<file path="src/rtl/uart_pkg.sv">
// uart_pkg
//   Definitions shared by the UART transmitter and the bits receiver:
//   FSM state encodings, the default data width, and a width helper for
//   counters that must be at least one bit wide.
package uart_pkg;

  localparam int DEFAULT_DATA_BITS = 8;

  typedef enum logic [2:0] {
    ST_IDLE  = 3'd0,
    ST_START = 3'd1,
    ST_SEND  = 3'd2,
    ST_STOP  = 3'd3,
    ST_GAP   = 3'd4
  } uart_state_e;

  // Width of a counter spanning 0..n-1, never narrower than one bit.
  function automatic int clog2_min1(input int n);
    return (n <= 2) ? 1 : $clog2(n);
  endfunction

endpackage

</file>
<file path="src/rtl/uart_tx_fifo.sv">
// uart_tx_fifo
//   Small synchronous FIFO between the producer and the transmit FSM.
//   The head word is presented combinationally on rdata so the FSM can
//   load it in the same cycle it pops.
//   Ports:
//     clk, reset      - clock, synchronous active-high reset (flushes)
//     push, wdata     - write request and data (ignored when full)
//     pop             - read request (ignored when empty)
//     rdata           - current head word
//     full, empty     - occupancy flags
//     count           - number of stored words (0..FIFO_DEPTH)
module uart_tx_fifo #(
  parameter int DATA_BITS  = 8,
  parameter int FIFO_DEPTH = 4
) (
  input  logic                          clk,
  input  logic                          reset,
  input  logic                          push,
  input  logic                          pop,
  input  logic [DATA_BITS-1:0]          wdata,
  output logic [DATA_BITS-1:0]          rdata,
  output logic                          full,
  output logic                          empty,
  output logic [$clog2(FIFO_DEPTH):0]   count
);

  localparam int PTR_W = $clog2(FIFO_DEPTH);
  localparam int CNT_W = PTR_W + 1;
  localparam logic [CNT_W-1:0] CNT_FULL = CNT_W'(FIFO_DEPTH);

  logic [DATA_BITS-1:0] mem_q [FIFO_DEPTH];
  logic [PTR_W-1:0]     wr_ptr_q, wr_ptr_d;
  logic [PTR_W-1:0]     rd_ptr_q, rd_ptr_d;
  logic [CNT_W-1:0]     count_q, count_d;
  logic                 push_ok;
  logic                 pop_ok;

  assign full    = (count_q == CNT_FULL);
  assign empty   = (count_q == '0);
  assign count   = count_q;
  assign rdata   = mem_q[rd_ptr_q];
  assign push_ok = push && !full;
  assign pop_ok  = pop && !empty;

  // Pointers are exactly log2(depth) wide, so they wrap modulo the depth.
  always_comb begin
    wr_ptr_d = wr_ptr_q;
    rd_ptr_d = rd_ptr_q;
    count_d  = count_q;
    if (push_ok) wr_ptr_d = wr_ptr_q + 1'b1;
    if (pop_ok)  rd_ptr_d = rd_ptr_q + 1'b1;
    case ({push_ok, pop_ok})
      2'b10:   count_d = count_q + 1'b1;
      2'b01:   count_d = count_q - 1'b1;
      default: count_d = count_q;
    endcase
  end

  always_ff @(posedge clk) begin
    if (reset) begin
      wr_ptr_q <= '0;
      rd_ptr_q <= '0;
      count_q  <= '0;
    end else begin
      wr_ptr_q <= wr_ptr_d;
      rd_ptr_q <= rd_ptr_d;
      count_q  <= count_d;
    end
  end

  // Storage carries no reset; the pointers define what is valid.
  always_ff @(posedge clk) begin
    if (push_ok) mem_q[wr_ptr_q] <= wdata;
  end

endmodule

</file>
<file path="src/rtl/uart_bits_tx.sv">
// uart_bits_tx
//   UART transmitter: start bit, DATA_BITS data bits LSB first, stop bit,
//   then IDLE_BITS idle bit times. Words are queued in uart_tx_fifo.
//   Ports:
//     clk       - system clock, rising edge
//     reset     - synchronous active-high reset
//     tx_data   - word to send, sampled on accept
//     tx_valid  - producer offers tx_data
//     tx_ready  - FIFO not full
//     tx        - registered serial line, idle high
//     busy      - frame in progress (including last gap bit) or words queued
//     done      - one-cycle pulse in the last cycle of each stop bit on tx
module uart_bits_tx
  import uart_pkg::*;
#(
  parameter int DATA_BITS    = DEFAULT_DATA_BITS,
  parameter int CLKS_PER_BIT = 1,
  parameter int IDLE_BITS    = 1,
  parameter int FIFO_DEPTH   = 4
) (
  input  logic                 clk,
  input  logic                 reset,
  input  logic [DATA_BITS-1:0] tx_data,
  input  logic                 tx_valid,
  output logic                 tx_ready,
  output logic                 tx,
  output logic                 busy,
  output logic                 done
);

  localparam int TMR_W = clog2_min1(CLKS_PER_BIT);
  localparam int BIT_W = $clog2(DATA_BITS);
  localparam int GAP_W = clog2_min1(IDLE_BITS);
  localparam int CNT_W = $clog2(FIFO_DEPTH) + 1;

  localparam logic [TMR_W-1:0] TMR_LAST = TMR_W'(CLKS_PER_BIT - 1);
  localparam logic [BIT_W-1:0] BIT_LAST = BIT_W'(DATA_BITS - 1);
  localparam logic [GAP_W-1:0] GAP_LAST = GAP_W'(IDLE_BITS - 1);

  uart_state_e          state_q, state_d;
  logic [TMR_W-1:0]     timer_q, timer_d;
  logic [BIT_W-1:0]     bit_cnt_q, bit_cnt_d;
  logic [GAP_W-1:0]     gap_cnt_q, gap_cnt_d;
  logic [DATA_BITS-1:0] shift_q, shift_d;
  logic                 tx_q, tx_d;
  logic                 done_q, done_d;
  logic                 line_busy_q;
  logic                 bit_tick;

  logic                 fifo_pop;
  logic [DATA_BITS-1:0] fifo_rdata;
  logic                 fifo_full;
  logic                 fifo_empty;
  logic [CNT_W-1:0]     fifo_count;

  uart_tx_fifo #(
    .DATA_BITS  (DATA_BITS),
    .FIFO_DEPTH (FIFO_DEPTH)
  ) u_fifo (
    .clk   (clk),
    .reset (reset),
    .push  (tx_valid),
    .pop   (fifo_pop),
    .wdata (tx_data),
    .rdata (fifo_rdata),
    .full  (fifo_full),
    .empty (fifo_empty),
    .count (fifo_count)
  );

  assign bit_tick = (timer_q == TMR_LAST);

  always_comb begin
    state_d   = state_q;
    timer_d   = bit_tick ? '0 : timer_q + 1'b1;
    bit_cnt_d = bit_cnt_q;
    gap_cnt_d = gap_cnt_q;
    shift_d   = shift_q;
    tx_d      = 1'b1;
    done_d    = 1'b0;
    fifo_pop  = 1'b0;
    case (state_q)
      ST_IDLE: begin
        timer_d = '0;
        if (!fifo_empty) begin
          fifo_pop  = 1'b1;
          shift_d   = fifo_rdata;
          bit_cnt_d = '0;
          gap_cnt_d = '0;
          state_d   = ST_START;
        end
      end
      ST_START: begin
        tx_d = 1'b0;
        if (bit_tick) state_d = ST_SEND;
      end
      ST_SEND: begin
        tx_d = shift_q[0];
        if (bit_tick) begin
          shift_d = shift_q >> 1;
          if (bit_cnt_q == BIT_LAST) state_d = ST_STOP;
          else                       bit_cnt_d = bit_cnt_q + 1'b1;
        end
      end
      ST_STOP: begin
        if (bit_tick) begin
          done_d  = 1'b1;
          state_d = ST_GAP;
        end
      end
      ST_GAP: begin
        if (bit_tick) begin
          if (gap_cnt_q == GAP_LAST) state_d = ST_IDLE;
          else                       gap_cnt_d = gap_cnt_q + 1'b1;
        end
      end
      default: begin
        timer_d = '0;
        state_d = ST_IDLE;
      end
    endcase
  end

  // tx and done are registered from the current state, so the line lags
  // the FSM by one cycle and done lines up with the stop bit on tx.
  always_ff @(posedge clk) begin
    if (reset) begin
      state_q     <= ST_IDLE;
      timer_q     <= '0;
      bit_cnt_q   <= '0;
      gap_cnt_q   <= '0;
      shift_q     <= '0;
      tx_q        <= 1'b1;
      done_q      <= 1'b0;
      line_busy_q <= 1'b0;
    end else begin
      state_q     <= state_d;
      timer_q     <= timer_d;
      bit_cnt_q   <= bit_cnt_d;
      gap_cnt_q   <= gap_cnt_d;
      shift_q     <= shift_d;
      tx_q        <= tx_d;
      done_q      <= done_d;
      line_busy_q <= (state_q != ST_IDLE);
    end
  end

  assign tx       = tx_q;
  assign done     = done_q;
  assign tx_ready = !fifo_full;
  // line_busy_q keeps busy high through the final gap bit still on the line.
  assign busy     = (state_q != ST_IDLE) || line_busy_q || (fifo_count != '0);

endmodule
</file>
<file path="config.mk">
export PLATFORM = sky130hd
export DESIGN_NAME = uart_bits_tx
export DESIGN_NICKNAME = d
export VERILOG_FILES = /design/src/rtl/uart_pkg.sv /design/src/rtl/uart_tx_fifo.sv /design/src/rtl/uart_bits_tx.sv
export SDC_FILE = /design/constraint.sdc
export NUM_CORES = 1
export LEC_CHECK = 0
export CORE_MARGIN = 5
export CORE_UTILIZATION = 46
export DETAILED_ROUTE_END_ITERATION = 12
export GPL_ROUTABILITY_DRIVEN = 0
export PLACE_DENSITY_LB_ADDON = 0.25
export SYNTH_ARGS = -nofsm -noshare
export SYNTH_HDL_FRONTEND = slang
export SYNTH_SLANG_ARGS = --single-unit
</file>
<file path="constraint.sdc">
create_clock -name clk -period 2.5 [get_ports clk]
set_clock_uncertainty 0.2 [all_clocks]
set_input_delay 0.375 -clock clk [delete_from_list [all_inputs] [get_ports clk]]
set_output_delay 0.375 -clock clk [all_outputs]
set_load 0.02 [all_outputs]
</file>
== After elaboration in Yosys (flattened, before gate mapping) ==
Memory sizes are Yosys's and may differ from the RTL's. A register that Yosys moved wholly into a read port is not among the register bits.
Cells that the tools add are included.

* Register bits after elaboration: 26
* Latch bits: 0
* RAM bits: 32
* Bits in read-only memories: 0
* Input port bits: 11
* Output and inout port bits: 4
* Word-level logic and storage cells: 86
* Memories: 1

{| class="wikitable"
|+ Memories
! memory !! depth !! bits a word !! read ports !! clocked after memory_dff !! write ports !! RTL line !! source
|-
| u_fifo.mem_q || 4 || 8 || 1 || 1 || 1 || uart_tx_fifo.sv:31 || <nowiki>logic [DATA_BITS-1:0] mem_q [FIFO_DEPTH];</nowiki>
|}

* Add/subtract/negate cells: 7
* $mul: 0
* Divide/modulo/power cells: 0
* $lt $le $gt $ge: 0
* Equality and inequality tests: 16
* Shift operators: 0
* Muxes and demuxes: 28
* Bitwise operators: 3
* Reductions and logical operators: 20

{| class="wikitable"
|+ Operator list
! cell !! count
|-
| $mux 3 || 10
|-
| $mux 8 || 2
|-
| $ne 2x2->1 const B || 8
|-
| $pmux 8 s2 || 1
|-
| $pmux 3 s5 || 1
|-
| $pmux 3 s2 || 2
|-
| $eq 3x3->1 const B || 3
|-
| $mux 1 || 8
|-
| $reduce_and 7->1 || 1
|-
| $add 3x1->3 const B || 2
|-
| $eq 3x2->1 const B || 2
|-
| $logic_not 3->1 || 2
|-
| $reduce_and 3->1 || 2
|-
| $reduce_bool 2->1 || 3
|-
| $reduce_bool 3->1 || 2
|-
| $add 2x1->2 const B || 2
|-
| $mux 2 || 2
|-
| $pmux 1 s2 || 2
|-
| $reduce_and 4->1 || 1
|-
| $reduce_or 4->1 || 1
|-
| $eq 3x1->1 const B || 1
|-
| $not 1->1 || 3
|-
| $reduce_or 3->1 || 1
|-
| $sub 3x1->3 const B || 1
|-
| other kinds (7) || 11
|}

== Longest topological paths before layout ==
* Depth after elaboration: 6
* Gate-level depth with buffers: 9
* Mapped depth without buffers: 8

== By module ==
A second synthesis with hierarchy kept.

* Cells, all modules: 185
* Area total of the unflattened synthesis: 2,468.6 um^2

{| class="wikitable"
|+ By module, submodules not included
! module !! instances !! cells each !! area an instance (um^2) !! sequential area each (um^2)
|-
| uart_tx_fifo || 1 || 96 || 1,635.3 || 1,141.1
|-
| uart_bits_tx || 1 || 89 || 833.3 || 360.3
|}

== Worst setup path after synthesis ==
OpenSTA, ideal clock, no wires.

* Path kind: register to register
* Start: register u_fifo.count_q[2], in the netlist u_fifo.count[2]
* End: register u_fifo.count_q[2], in the netlist u_fifo.count[2]
* Library setup time: 0.071 ns
* Arrival: 2.259 ns
* Data required time: 2.229 ns
* Slack: -0.029 ns
* Stages on the path, launching flop included: 10
* Buffers on the path: 1
* Clock period less this slack: 2.529 ns
* Path through: dfxtp_1 -> or3b_1 -> clkbuf_1 -> nand2_1 -> ha_1 -> inv_1 -> fa_1 -> xor2_1 -> or3_1 -> a21oi_1

* Elaborated cells on any way between the ends: 14
* Those cells by class: add/sub (2); eq/ne (3); mux (3); reduce/logical (6)

{| class="wikitable"
|+ RTL lines
! element !! RTL line !! source
|-
| from (decl) || uart_tx_fifo.sv:34 || <nowiki>logic [CNT_W-1:0] count_q, count_d;</nowiki>
|-
| from (signal assigned) || uart_tx_fifo.sv:67 || <nowiki>count_q <= count_d;</nowiki>
|-
| $eq 3x3->1 * || uart_tx_fifo.sv:38 || <nowiki>assign full = (count_q == CNT_FULL);</nowiki>
|-
| $logic_not 1->1 * || -- ||
|-
| via tx_ready || uart_bits_tx.sv:25 || <nowiki>output logic tx_ready,</nowiki>
|-
| $logic_and 1x1->1 * || uart_tx_fifo.sv:42 || <nowiki>assign push_ok = push && !full;</nowiki>
|-
| $eq 2x1->1 or $eq 2x2->1 (tied branches) || uart_tx_fifo.sv:52 || <nowiki>case ({push_ok, pop_ok})</nowiki>
|-
| $pmux 3 s2 or $reduce_bool 2->1 (tied branches) || -- ||
|}

The timed path passes the listed nets; every way through them passes the cells marked *.
A chain may end at the register's enable or synchronous reset.

== Worst setup path after layout ==
* Start: register u_fifo.count_q[0], in the netlist u_fifo.count[0]
* End: output port tx_ready

* Cells in the longest elaborated chain, start to end: 2

{| class="wikitable"
|+ RTL lines
! element !! RTL line !! source
|-
| $eq 3x3->1 || uart_tx_fifo.sv:38 ||
|-
| $logic_not 1->1 || uart_bits_tx.sv:150 || <nowiki>assign tx_ready = !fifo_full;</nowiki>
|-
| to (decl) || uart_bits_tx.sv:25 ||
|}

Every way passes these cells.

==> results.sh <==
export IMPL_wl_mm=4.42
export IMPL_timing_hold_violations_final=0
export IMPL_ys_seq_area_share_pct=57.8
export IMPL_cts_root_buf="clkbuf_8"
export IMPL_drtPass1Iterations=4
export IMPL_power_density_mw_per_mm2=1120
export IMPL_tightestPinTransition_ps=608
export IMPL_die_h_um=85.1
export IMPL_cts_hold_fix_buffers=0
export IMPL_grt_pass1_vias=1567
export IMPL_finalWorstPathRequiredPeriod_ps=2420
export IMPL_endpoint_kind="output port"
export IMPL_via_per_inst=5.21
export IMPL_dp_hpwl_mm=2.85
export IMPL_p_comb_share_pct=34.0
export IMPL_drcViolationCount=0
export IMPL_antenna_found_initial=0
export IMPL_synth_area_mm2=0.00260
export IMPL_yosys_area_top_type="edfxtp_1"
export IMPL_grt_start_max_net_pins=36
export IMPL_die_w_um=85.1
export IMPL_syn_num_nets=219
export IMPL_swShare_pct=34.5
export IMPL_slew_violations=0
export IMPL_required_ps=1920
export IMPL_io_pins=15
export IMPL_nNetsFinal=240
export IMPL_ir_worst_vdd_v=0.000519
export IMPL_dieArea_mm2=0.00725
export IMPL_htreeDepth=3
export IMPL_overflow=0
export IMPL_fmax_mhz=413
export IMPL_min_to="shift_q[7]"
export IMPL_area_growth_pct=16.6
export IMPL_fin_crit_sh_pct=96.9
export IMPL_ant_nets=0
export IMPL_final_common_cell="edfxtp_1"
export IMPL_reg2reg_slack_ps=150
export IMPL_cts_tree="yes"
export IMPL_synthFlopType="edfxtp_1"
export IMPL_fp_coreArea_mm2=0.00551
export IMPL_fin_setup_tns_ps=0
export IMPL_whs_path_depth=2
export IMPL_syn_avg_cell_area_um2=13.0
export IMPL_final_setup_viol_count=0
export IMPL_grt_util_all_layers_pct=13.7
export IMPL_postCtsSetupRepairBufs=0
export IMPL_rsz0062_at_grt="false"
export IMPL_syn_inst=200
export IMPL_r2r_end="u_fifo.count[2]"
export IMPL_final_cell_mix="edfxtp_1 (32), dfxtp_1 (26), nor2b_1 (16), nor2_1 (16), clkdlybuf4s50_1 (13)"
export IMPL_reg2regPathDepth=8
export IMPL_pwr_share_clk_pct=26.6
export IMPL_synth_top_area_share_pct=37.0
export IMPL_cp_start_kind="register"
export IMPL_clk_latency_ps=340
export IMPL_synth_edf_count=32
export IMPL_postSynthRegisterBits=59
export IMPL_num_vias=1552
export IMPL_cp_arrival_ps=1850
export IMPL_ctsLongestPathBuffers=2
export IMPL_path_max_fanout=9
export IMPL_first_iter_violations=103
export IMPL_drive_gt1_share_pct=19.5
export IMPL_hold_class="reg2reg"
export IMPL_synth_async_reset_ratio_pct=0
export IMPL_cellInternalPower_mw=2.22
export IMPL_worstHoldStart="shift_q[7]"
export IMPL_initial_core_util_pct=47.2
export IMPL_wire_per_inst_um=14.8
export IMPL_ys_warn_count=0
export IMPL_holdWs_ps=282
export IMPL_critPathKind="reg2out"
export IMPL_grt_pass1_wl_mm=7.72
export IMPL_p_leak_nw=1.13
export IMPL_antenna_cells=0
export IMPL_yosys_cell_types_count=39
export IMPL_maxCapViolations=0
export IMPL_slew_headroom_pct=59.4
export IMPL_cts_sinks=59
export IMPL_cts_buffers_inserted=9
export IMPL_synthTopCellsByArea="edfxtp_1 (37%), dfxtp_1 (21%), mux4_2 (6.9%), o41ai_2 (4.4%), nor2b_1 (3.9%)"
export IMPL_status="completed"
export IMPL_rows=27
export IMPL_switchingPower_mw=1.17
export IMPL_sequentialPowerShare_pct=39.4
export IMPL_portBuffers=14
export IMPL_clkTransAtPathRegs_ps=80
export IMPL_worstReg2RegStart="u_fifo.count[0]"
cells in the mapped netlist, types with 2 or more instances:
library cell / count
nor2_1: 17
o41ai_2: 7
buf_6: 3
mux2i_1: 3
nand2b_1: 3
ha_1: 7
nor3_1: 5
nor2b_1: 16
dfxtp_1: 27
nand3b_1: 2
buf_2: 3
or3_1: 6
a21o_1: 2
and3_1: 4
nand2_1: 2
clkbuf_1: 6
inv_1: 6
nand3_1: 3
xor2_1: 2
o21ai_0: 10
mux4_2: 8
o21a_1: 2
edfxtp_1: 32
a21oi_1: 9
flip-flops by register name, summed over array words and instances (netlist names), named ones only:
| name | cells |
|---|---|
| u_fifo.mem_q | 32 |
| bit_cnt_q | 3 |
| u_fifo.rd_ptr_q | 2 |
| tx | 1 |
| line_busy_q | 1 |
| done | 1 |
| state_q | 3 |
| timer_q | 1 |
| u_fifo.wr_ptr_q | 2 |
| u_fifo.count | 3 |
| shift_q | 8 |
worst max-delay path by stage:
stage	cells past startpoint	startpoint	end
finish	3	u_fifo.count[0]	tx_ready
global route	3	u_fifo.count[0]	tx_ready
CTS	3	u_fifo.count[2]	tx_ready
detailed placement	8	u_fifo.count[2]	u_fifo.count[2]
global placement	8	u_fifo.count[2]	u_fifo.count[2]
floorplan	9	u_fifo.count[2]	u_fifo.count[2]
power by group through the flow:
stage | clock network, mW | registers (mW) | logic, mW
floorplan | 0 | 1.31 | 0.918
global placement | 0 | 1.35 | 1.17
detailed placement | 0 | 1.36 | 1.17
CTS | 0.926 | 1.34 | 1.16
global route | 0.981 | 1.36 | 1.30
finish | 0.901 | 1.34 | 1.15
logic make-up after synthesis:
kind of cell	Yosys count	synth area share (%)
buffers and inverters	19	3.76
flip-flops	59	57.8
multiplexers	11	8.09
XOR/XNOR	3	1.01
AND/OR/NAND/NOR	63	13.9
other	1	0.144
adder cells (fa/ha/maj)	8	4.14
AO/OA/AOI/OAI	36	11.1
final cells by class:
type                       instances  area [µm²]
clock inverter                     7        82.6
inverter                           6        22.5
tap                               72        90.1
sequential                        59        1500
fill                             470        2480
timing repair buffer              23         206
clock buffer                       9         124
multi-input combinational        122        1000
routing by layer:
metal / vias up / part of all wire, % / track usage [%] / wire length, µm
met4: 0 / 1.9 / 6.04 / 84
met5: - / 0 / 0 / 0
met1: 737 / 47 / 18.1 / 2070
met3: 10 / 3.7 / 4.47 / 165
met2: 26 / 47 / 20.6 / 2090
li1: 779 / - / - / -
through the flow:
stage	cells	instance area, µm²	worst slack, ps	total power, mW	utilization, %
CTS	298	3030	12.1	3.43	54.9
global route	298	3030	10.2	3.64	55.0
floorplan	200	2600	37.1	2.23	-
global placement	282	2820	177	2.51	51.2
detailed placement	282	2820	128	2.52	51.2
finish	298	3030	76.5	3.39	55.0
critical path: stages, from the launching register on:
cell,delay [ps]
dfxtp_1,380
or3b_1,420
buf_4,180
clkdlybuf4s50_1,540
timing repair:
item / 4_1_cts / 5_1_grt
hold endpoints to repair: 0 / 0
pin swaps: 0 / 0
resized for setup: 1 / 2
gates cloned: 0 / 0
setup endpoints to repair: 1 / 2
(Power assumes the default switching activity.)
